<file path="src/rtl/fetch_stage.sv">
// Instruction-fetch stage: PC register, ROM addressing, IF/ID register, halt detection
// and saturating fetch/stall/flush counters for CPI measurement.
module fetch_stage #(
    parameter logic [31:0] RESET_PC   = 32'h0000_0000,
    parameter logic [31:0] PC_INC     = 32'd1,
    parameter logic [31:0] NOP_INSTR  = 32'hD503_201F,
    parameter logic [31:0] HALT_INSTR = 32'hD440_0000
) (
    input  logic        clock,
    input  logic        reset,
    input  logic        stall_ID,
    input  logic        branch_taken_MEM,
    input  logic [31:0] branch_PC_MEM,
    input  logic [31:0] rom_instr,
    output logic [31:0] rom_addr,
    output logic [31:0] instr_ID,
    output logic [31:0] PC_ID,
    output logic        valid_ID,
    output logic        halted,
    output logic [31:0] fetch_count,
    output logic [31:0] stall_count,
    output logic [31:0] flush_count
);

    typedef enum logic {StRun, StHalted} state_t;

    state_t      state_q;
    logic [31:0] pc_q;
    logic [31:0] instr_q;
    logic [31:0] pc_id_q;
    logic        valid_q;
    logic [31:0] fetch_q;
    logic [31:0] stall_q;
    logic [31:0] flush_q;

    function automatic logic [31:0] sat_inc(input logic [31:0] v);
        return (v == 32'hFFFF_FFFF) ? v : v + 32'd1;
    endfunction

    // Priority: reset > branch > stall > halt detect > normal fetch.
    always_ff @(posedge clock) begin
        if (reset) begin
            state_q <= StRun;
            pc_q    <= RESET_PC;
            instr_q <= NOP_INSTR;
            pc_id_q <= 32'd0;
            valid_q <= 1'b0;
            fetch_q <= 32'd0;
            stall_q <= 32'd0;
            flush_q <= 32'd0;
        end else if (branch_taken_MEM) begin
            state_q <= StRun;
            pc_q    <= branch_PC_MEM;
            instr_q <= NOP_INSTR;
            pc_id_q <= 32'd0;
            valid_q <= 1'b0;
            flush_q <= sat_inc(flush_q);
        end else if (stall_ID) begin
            stall_q <= sat_inc(stall_q);
        end else if (state_q == StRun) begin
            instr_q <= rom_instr;
            pc_id_q <= pc_q;
            valid_q <= 1'b1;
            fetch_q <= sat_inc(fetch_q);
            if (rom_instr == HALT_INSTR) begin
                state_q <= StHalted;
            end else begin
                pc_q <= pc_q + PC_INC;
            end
        end else begin
            // Halted: keep issuing bubbles until a branch restarts fetch.
            instr_q <= NOP_INSTR;
            pc_id_q <= 32'd0;
            valid_q <= 1'b0;
        end
    end

    assign rom_addr    = pc_q;
    assign instr_ID    = instr_q;
    assign PC_ID       = pc_id_q;
    assign valid_ID    = valid_q;
    assign halted      = (state_q == StHalted);
    assign fetch_count = fetch_q;
    assign stall_count = stall_q;
    assign flush_count = flush_q;

endmodule

</file>
<file path="config.mk">
export PLATFORM = sky130hd
export DESIGN_NAME = fetch_stage
export DESIGN_NICKNAME = d
export VERILOG_FILES = /design/src/rtl/fetch_stage.sv
export SDC_FILE = /design/constraint.sdc
export NUM_CORES = 1
export LEC_CHECK = 0
export BUFFER_PORTS_ARGS = -buffer_cell sky130_fd_sc_hd__buf_2
export CELL_PAD_IN_SITES_DETAIL_PLACEMENT = 1
export CELL_PAD_IN_SITES_GLOBAL_PLACEMENT = 1
export CORE_MARGIN = 3
export CORE_UTILIZATION = 38
export DETAILED_ROUTE_END_ITERATION = 6
export MAX_ROUTING_LAYER = met4
export PLACE_DENSITY = 0.86
export SETUP_SLACK_MARGIN = 0.4
export SLEW_MARGIN = 20
export SYNTH_ARGS = -nofsm -noshare
export SYNTH_HDL_FRONTEND = slang
export SYNTH_SLANG_ARGS = --single-unit
</file>
<file path="constraint.sdc">
create_clock -name clock -period 3 [get_ports clock]
set_input_delay 0.45 -clock clock [delete_from_list [all_inputs] [get_ports clock]]
set_output_delay 0.45 -clock clock [all_outputs]
set_load 0.03 [all_outputs]
</file>
After elaboration in Yosys (flattened, before gate mapping). Cells that the tools add are included.

ROM bits: 0. Memories kept: 0. Memory bits (writable): 0. Logic and storage cells: 39. Flip-flop bits (word level): 194. Bits in latches: 0. Input port bits: 68. Output and inout port bits: 194.

Multiply operators: 0. Equality and inequality tests: 7. $add $sub $neg: 4. Reductions and logical operators: 5. $lt $le $gt $ge: 0. Mux-type cells: 9. Divide/modulo/power cells: 0. Shifts and indexed selects: 0. Bitwise operators: 6.

Operators with widths (count): 32-bit two-way mux (6); 32-bit by 1-bit adder with 32-bit output (second input constant) (4); 32-bit equality test (second input constant) (4); 1-bit NOT (6); 3-bit AND reduction (2); 2-bit != test (second input constant) (2); 4-bit AND reduction (1); 1-bit two-way mux (3); 2-bit by 1-bit != test with 1-bit output (second input constant) (1); 2-bit AND reduction (1); 2-bit OR reduction (1).

Depth between registers and ports, before layout. Gate-level depths: netlist (run 1).

Depth after elaboration: 5. Depth in mapped cells: 9.

Worst setup path after synthesis (run 1). No wires, ideal clock.

Kind: reg-to-reg. Start: register flush_q[0], in the netlist flush_count[0]. End: register flush_q[2], in the netlist flush_count[2]. Setup slack: 0.504 ns. Setup time: 0.070 ns. Period minus slack after synthesis: 2.496 ns. Stages on the path, launching flop included: 9. Arrival time: 2.425 ns. Path buffers: 2. Cells stage by stage: dfxtp_1 ha_1 nand4_1 or3_1 nor4_1 clkbuf_1 clkbuf_1 o21ai_0 a21oi_1.

Word-level cells in the longest chain between the ends: 3. Elaborated cells between the ends (all ways): 4. Classes of those cells: add/sub: 1; eq/ne: 1; bitwise: 1; reduce/logical: 1.

Ends and longest elaborated chain: start, declared (line 34) `logic [31:0] flush_q;`; start signal, assigned (line 57) `flush_q <= sat_inc(flush_q);`; branches (longest 3 deep; another with 32-bit by 1-bit adder with 32-bit output).

Several ways; the timed one is not identified. A chain may end at the register's enable or synchronous reset.

Final worst setup path (run 1).
Start: register pc_q[2], in the netlist rom_addr[2]. End: register pc_q[27], in the netlist rom_addr[27].

Word-level cells in the longest chain between the ends: 5.

Ends and longest elaborated chain: start, declared (line 28) `logic [31:0] pc_q;`; start signal, assigned (line 53) `pc_q <= branch_PC_MEM;`; start signal, assigned (line 68) `pc_q <= pc_q + PC_INC;`; 32-bit by 1-bit adder with 32-bit output (line 68); 32-bit two-way mux (line 65) `if (rom_instr == HALT_INSTR) begin`; 32-bit two-way mux (line 60) `end else if (state_q == StRun) begin`; 32-bit two-way mux (line 58) `end else if (stall_ID) begin`; 32-bit two-way mux (line 51) `end else if (branch_taken_MEM) begin`.

No other way between the ends. The select of a mux whose other input is x is not followed.

==> flow_metrics.env, run 1 <==
export IMPL_status="complete, no violations"
export IMPL_initial_core_util_pct=39.13
export IMPL_crit_type="flop to flop"
export IMPL_worstPathRequired_ps=3350
export IMPL_grt_max_degree=56
export IMPL_ys_seq_area_share_pct=43.44
export IMPL_crit_path_max_fanout=8
export IMPL_drt_iter0_markers=656
export IMPL_clkPwrFrac_pct=41.1
export IMPL_synth_edf_count=0
export IMPL_clk_pin_slew_worst_paths_ps=80
export IMPL_fillers=2859
export IMPL_combPwrFrac_pct=9.3
export IMPL_vdd_ir_drop_max_uv=275.0
export IMPL_final_cell_mix="buf_2, dfxtp_1, nor2_1"
export IMPL_syn_to_final_growth_pct=25.78
export IMPL_rows=55
export IMPL_finalSetupViolations=0
export IMPL_fmax_mhz=401.8
export IMPL_pwr_share_seq_pct=49.6
export IMPL_yosys_warnings=0
export IMPL_via_per_inst=5.909
export IMPL_avgSynthCellArea_um2=8.356
export IMPL_synthSimpleGateAreaFrac_pct=28.04
export IMPL_fin_crit_ps=2489
export IMPL_nNetsFinal=1384
export IMPL_grt_overflow_total=0
export IMPL_wl_per_cell_um=19.88
export IMPL_tightestPinTransition_ps=1063
export IMPL_dieArea_um2=25410
export IMPL_synth_top_family_by_area="simple AND/OR/NAND/NOR gates"
export IMPL_globalplace_congestion=0.8780
export IMPL_vias=9691
export IMPL_grt_usage_pct=25.38
export IMPL_insertion_delay_ps=430
export IMPL_die_height_um=159.4
export IMPL_slew_headroom_pct=29.12
export IMPL_synthXorXnorAreaFrac_pct=2.547
export IMPL_p_switching_mw=1.548
export IMPL_synth_fa_ha_area_share_pct=0.5598
export IMPL_syn_nets=1142
export IMPL_drive_gt1_share_pct=26.19
export IMPL_cts_buffers=17
export IMPL_fin_util_pct=49.22
export IMPL_portBuffers=261
export IMPL_clockBufferDepth=2
export IMPL_crit_chain="nand4_1 -> or4_4 -> or4_1 -> or3_1 -> a31oi_1"
export IMPL_synth_cells=1070
export IMPL_clock_skew_ps=11.56
export IMPL_grt_pass1_vias=9874
export IMPL_tns_ps=0
export IMPL_die_w_um=159.4
export IMPL_hold_viol=0
export IMPL_drtPass1Iterations=5
export IMPL_clock_sinks=194
export IMPL_swShare_pct=28.35
export IMPL_cts_htree_levels=4
export IMPL_grt_pass1_wl_um=52120
export IMPL_arrival_ps=2840
export IMPL_synth_compound_area_share_pct=21.06
export IMPL_layout_commonest_cell="buf_2"
export IMPL_cts_hold_buf=0
export IMPL_synth_mux_area_share_pct=0.4758
export IMPL_ys_ff_latch=194
export IMPL_cp_start_kind="flop"
export IMPL_antenna_found_initial=2
export IMPL_coreArea_um2=22850
export IMPL_synthArstFlopShare_pct=0
export IMPL_ios=262
export IMPL_end_kind="flop"
export IMPL_synth_cell_types=57
export IMPL_power_density_nw_per_um2=485.4
export IMPL_yosys_most_used_dff="dfxtp_1"
export IMPL_rsz0062_at_grt="true"
export IMPL_hold_class="input port to flop"
export IMPL_critPathMaxStageDelay_ps=590
export IMPL_tritoncts="built"
export IMPL_drc=0
export IMPL_hpwl_um=23450
export IMPL_drv_slew=0
export IMPL_drv_cap=0
export IMPL_cts_root_buf="clkbuf_16"
export IMPL_p_leak_nw=4.249
export IMPL_fin_crit_sh_pct=82.96
export IMPL_routed_wl_um=32600
export IMPL_cp_slowest_cell="or4_1"
export IMPL_p_int_mw=3.911
export IMPL_drtAntennaViolNets=0
export IMPL_syn_area_um2=8941
[repair_timing]
item / in CTS / in global routing
pin swaps: 0 / 1
setup endpoints to repair: 4 / 14
setup buffers: 0 / 2
resized for setup: 1 / 7
[synthesized netlist by cell type (3+ instances only)]
cell type  number  area [µm²]
and3_1          9       56.30
xnor2_1        19       166.4
nor3_1          9       45.04
and4_1         21       183.9
a211oi_1       15       112.6
a21oi_1        83       415.4
nor4b_1         7       61.31
nand4b_1        3       26.28
nand3b_1        3       22.52
inv_1          25       93.84
nand3_1        50       250.2
nor2_1        104       390.4
nor4_1         24       150.1
a31oi_1        10       62.56
or2_2           7       43.79
and2_1          4       25.02
a311oi_1        5       43.79
o22ai_1        13       81.33
nand4_1        45       281.5
or3_1          50       312.8
o31ai_1        29       217.7
o2111ai_1       6       52.55
nand2_1        69       259.0
o21ai_0        50       250.2
a2111oi_0       7       61.31
dfxtp_1       194        3884
or4_1          34       255.2
xor2_1          7       61.31
o211ai_1       11       82.58
clkbuf_1       64       240.2
a22oi_1        51       382.9
ha_1            4       50.05
nor2b_1         5       31.28
[critical path, delay by kind of cell, from the launching register on]
kind	cells	cell delay [ps]
compound gates	1	170
flops	1	510
simple gates	4	1730
[power groups by stage]
stage	sequential, mW	clock (mW)	combinational, mW
floorplan	2.85	0	0.196
global placement	2.76	0	0.494
detailed placement	2.76	0	0.507
CTS	2.70	2.30	0.510
global route	2.72	2.41	0.550
finish	2.71	2.24	0.510
[cell type report]
| class | count | area, µm² | area share (%) |
|---|---|---|---|
| clock buffer | 19 | 442.9 | 3.939 |
| clock inverter | 13 | 122.6 | 1.090 |
| inverter | 25 | 93.84 | 0.8344 |
| timing repair buffer | 290 | 1539 | 13.68 |
| sequential | 194 | 3887 | 34.57 |
| antenna | 2 | 5.005 | 0.04450 |
| tap | 313 | 391.6 | 3.482 |
| multi-input combinational | 784 | 4763 | 42.36 |
[routing by layer]
layer	share of wire, %	global-route usage, %
met2	49	42.90
met1	43	30.88
met4	2.0	7.402
met3	5.7	4.917
met5	0	-
[metrics by stage]
| stage | total power [mW] | hold WS [ps] | instance area (µm²) | cells | worst slack, ps |
|---|---|---|---|---|---|
| floorplan | 3.047 | 558.6 | 8941 | 1070 | 504.2 |
| global route | 5.677 | 233.3 | 11250 | 1640 | 345.9 |
| detailed placement | 3.271 | 461.8 | 10620 | 1604 | 287.0 |
| CTS | 5.515 | 203.4 | 11190 | 1636 | 411.7 |
| global placement | 3.255 | 448.8 | 10620 | 1604 | 403.7 |
| finish | 5.459 | 224.4 | 11250 | 1640 | 511.2 |
[cells by family (layout without fill, tap and decap cells)]
group                      count (synthesis)  count (layout)
AOI/OAI and AO/OA                        294             294
and+or+nand+nor                          456             456
adders and majority gates                  4               4
other                                      0               2
DFF                                      194             194
xor gates and xnor gates                  26              26
buffers and inverters                     92             347
muxes                                      4               4
[registers in the layout, summed over array words and instances, names as in the netlist]
register	flops
halted	1
stall_count	32
flush_count	32
instr_ID	32
valid_ID	1
rom_addr	32
fetch_count	32
PC_ID	32
[path summary, 6_finish.rpt]
| check | slack (ps) | endpoint | cells past startpoint | startpoint |
|---|---|---|---|---|
| setup / recovery | 510 | rom_addr[27] | 5 | rom_addr[2] |
| hold reg to reg | 480 | instr_ID[28] | 2 | instr_ID[28] |
| setup reg to reg | 510 | rom_addr[27] | 5 | rom_addr[2] |
| hold / removal | 220 | rom_addr[4] | 3 | branch_PC_MEM[4] |
No activity file was read; power rests on OpenSTA's default activity.
==> run 2: changes to the inputs <==
==> constraint.sdc (replaced) <==
create_clock -name clock -period 2.58 [get_ports clock]
set_input_delay 0.387 -clock clock [delete_from_list [all_inputs] [get_ports clock]]
set_output_delay 0.387 -clock clock [all_outputs]
set_load 0.03 [all_outputs]
==> flow_metrics.env, run 2 (synthesis results as in run 1) <==
export IMPL_cts_htree_levels=4
export IMPL_clock_skew_ps=15.79
export IMPL_die_w_um=159.4
export IMPL_layout_commonest_cell="buf_2"
export IMPL_drive_gt1_share_pct=32.28
export IMPL_crit_type="flop to flop"
export IMPL_vias=9864
export IMPL_grt_usage_pct=25.46
export IMPL_drt_iter0_markers=603
export IMPL_finalSetupViolations=0
export IMPL_power_density_nw_per_um2=554.1
export IMPL_ios=262
export IMPL_swShare_pct=29.20
export IMPL_cp_start_kind="flop"
export IMPL_routed_wl_um=33300
export IMPL_fin_crit_ps=2217
export IMPL_critPathMaxStageDelay_ps=540
export IMPL_globalplace_congestion=0.8716
export IMPL_drv_cap=0
export IMPL_rsz0062_at_grt="true"
export IMPL_vdd_ir_drop_max_uv=308.6
export IMPL_clock_sinks=194
export IMPL_arrival_ps=2530
export IMPL_hold_viol=0
export IMPL_wl_per_cell_um=19.87
export IMPL_crit_start="rom_addr[19]"
export IMPL_fin_crit_sh_pct=85.91
export IMPL_hp_start="branch_PC_MEM[4]"
export IMPL_fillers=2824
export IMPL_end_kind="flop"
export IMPL_initial_core_util_pct=39.13
export IMPL_tightestPinTransition_ps=643.3
export IMPL_seqCellArea_um2=3971
export IMPL_cts_buffers=17
export IMPL_r2r_start="rom_addr[19]"
export IMPL_p_int_mw=4.647
export IMPL_p_leak_nw=4.539
export IMPL_tritoncts="built"
export IMPL_via_per_inst=5.885
export IMPL_die_height_um=159.4
export IMPL_portBuffers=261
export IMPL_final_cell_mix="buf_2, dfxtp_1, nor2_1"
export IMPL_nNetsFinal=1416
export IMPL_clk_pin_slew_worst_paths_ps=80
export IMPL_grt_pass1_vias=9799
export IMPL_crit_family="simple AND/OR/NAND/NOR gates"
export IMPL_multi_input_area_um2=4928
export IMPL_grt_overflow_total=0
export IMPL_syn_to_final_growth_pct=32.48
export IMPL_worstPathRequired_ps=2890
export IMPL_path_buf_inv=1
export IMPL_drtPass1Iterations=5
export IMPL_cp_slowest_cell="dfxtp_1"
export IMPL_antenna_found_initial=6
export IMPL_grt_pass1_wl_um=52540
export IMPL_slew_headroom_pct=56.01
export IMPL_drc=0
export IMPL_clockBufferDepth=2
export IMPL_insertion_delay_ps=430
export IMPL_finalPower_mw=6.563
export IMPL_coreArea_um2=22850
export IMPL_hold_class="input port to flop"
export IMPL_p_switching_mw=1.917
export IMPL_crit_path_max_fanout=8
export IMPL_rows=55
export IMPL_cts_root_buf="clkbuf_16"
export IMPL_dieArea_um2=25410
export IMPL_fmax_mhz=451.1
export IMPL_cts_hold_buf=0
export IMPL_crit_chain="nand4_1 -> nor4b_4 -> buf_4 -> nand2_1 -> o311a_1 -> a221o_1"
export IMPL_pwr_share_seq_pct=47.8
export IMPL_dp_cells=1611
export IMPL_hpwl_um=22940
export IMPL_stdcell_count=1676
export IMPL_grt_max_degree=94
export IMPL_drtAntennaViolNets=0
export IMPL_combPwrFrac_pct=9.5
export IMPL_clkPwrFrac_pct=42.6
export IMPL_drv_slew=0
export IMPL_status="complete, no violations"
==> run 2: through the flow <==
| step | hold WS (ps) | cell area, µm² | util (%) | setup WS (ps) | TNS, ps |
|---|---|---|---|---|---|
| 6_report | 166.3 | 11850 | 51.85 | 363.4 | 0 |
| 5_1_grt | 172.0 | 11850 | 51.85 | 339.2 | 0 |
| 4_1_cts | 144.9 | 11560 | 50.60 | 309.4 | 0 |
| 3_5_place_dp | 468.4 | 10810 | 47.30 | -58.14 | -77.88 |
| 3_3_place_gp | 451.2 | 10810 | 47.30 | 12.56 | 0 |
| 2_1_floorplan | 495.5 | 9065 | - | 402.2 | 0 |
==> run 2: power groups by stage <==
stage / Clock, mW / Combinational (mW) / Sequential, mW
final: 2.80 / 0.624 / 3.14
after global placement: 0 / 0.566 / 3.22
after detailed placement: 0 / 0.581 / 3.22
after CTS: 2.85 / 0.599 / 3.14
after global routing: 2.98 / 0.673 / 3.15
after floorplan: 0 / 0.231 / 3.32
==> run 2: path summary, 6_finish.rpt <==
check / slack [ps] / endpoint / cells past startpoint
worst min register to register: 500 / valid_ID / 2
worst max register to register: 360 / rom_addr[31] / 6
worst max-delay path: 360 / rom_addr[31] / 6
worst min-delay path: 170 / rom_addr[4] / 3
==> run 2: routing by layer <==
layer / track usage (%) / up-vias / part of all wire (%)
li1: - / 4633 / -
met1: 31.62 / 4879 / 43
met2: 42.00 / 299 / 49
met3: 5.645 / 53 / 5.6
met4: 6.884 / 0 / 1.8
met5: - / - / 0
==> run 2: area by class of cell <==
type                    instances  share of cell area, %
multi-input cells             784                  41.61
flip-flops and latches        194                  33.53
repair buffers                322                  15.37
clock buffers                  18                  3.803
well taps                     313                  3.306
clock inverters                14                  1.468
inverters                      25                 0.7922
diodes                          6                 0.1268
==> run 2: worst register-to-register path: stages, from the launching register on <==
cell,delay (ps)
dfxtp_1,540
nand4_1,280
nor4b_4,370
buf_4,200
nand2_1,90
o311a_1,350
a221o_1,270
==> run 2: repair_timing <==
| action | CTS | global route |
|---|---|---|
| endpoints found under the setup margin | 16 | 63 |
| pin swaps | 4 | 13 |
| hold endpoints to repair | 0 | 0 |
| buffers inserted | 8 | 19 |
| gates resized for setup | 17 | 25 |
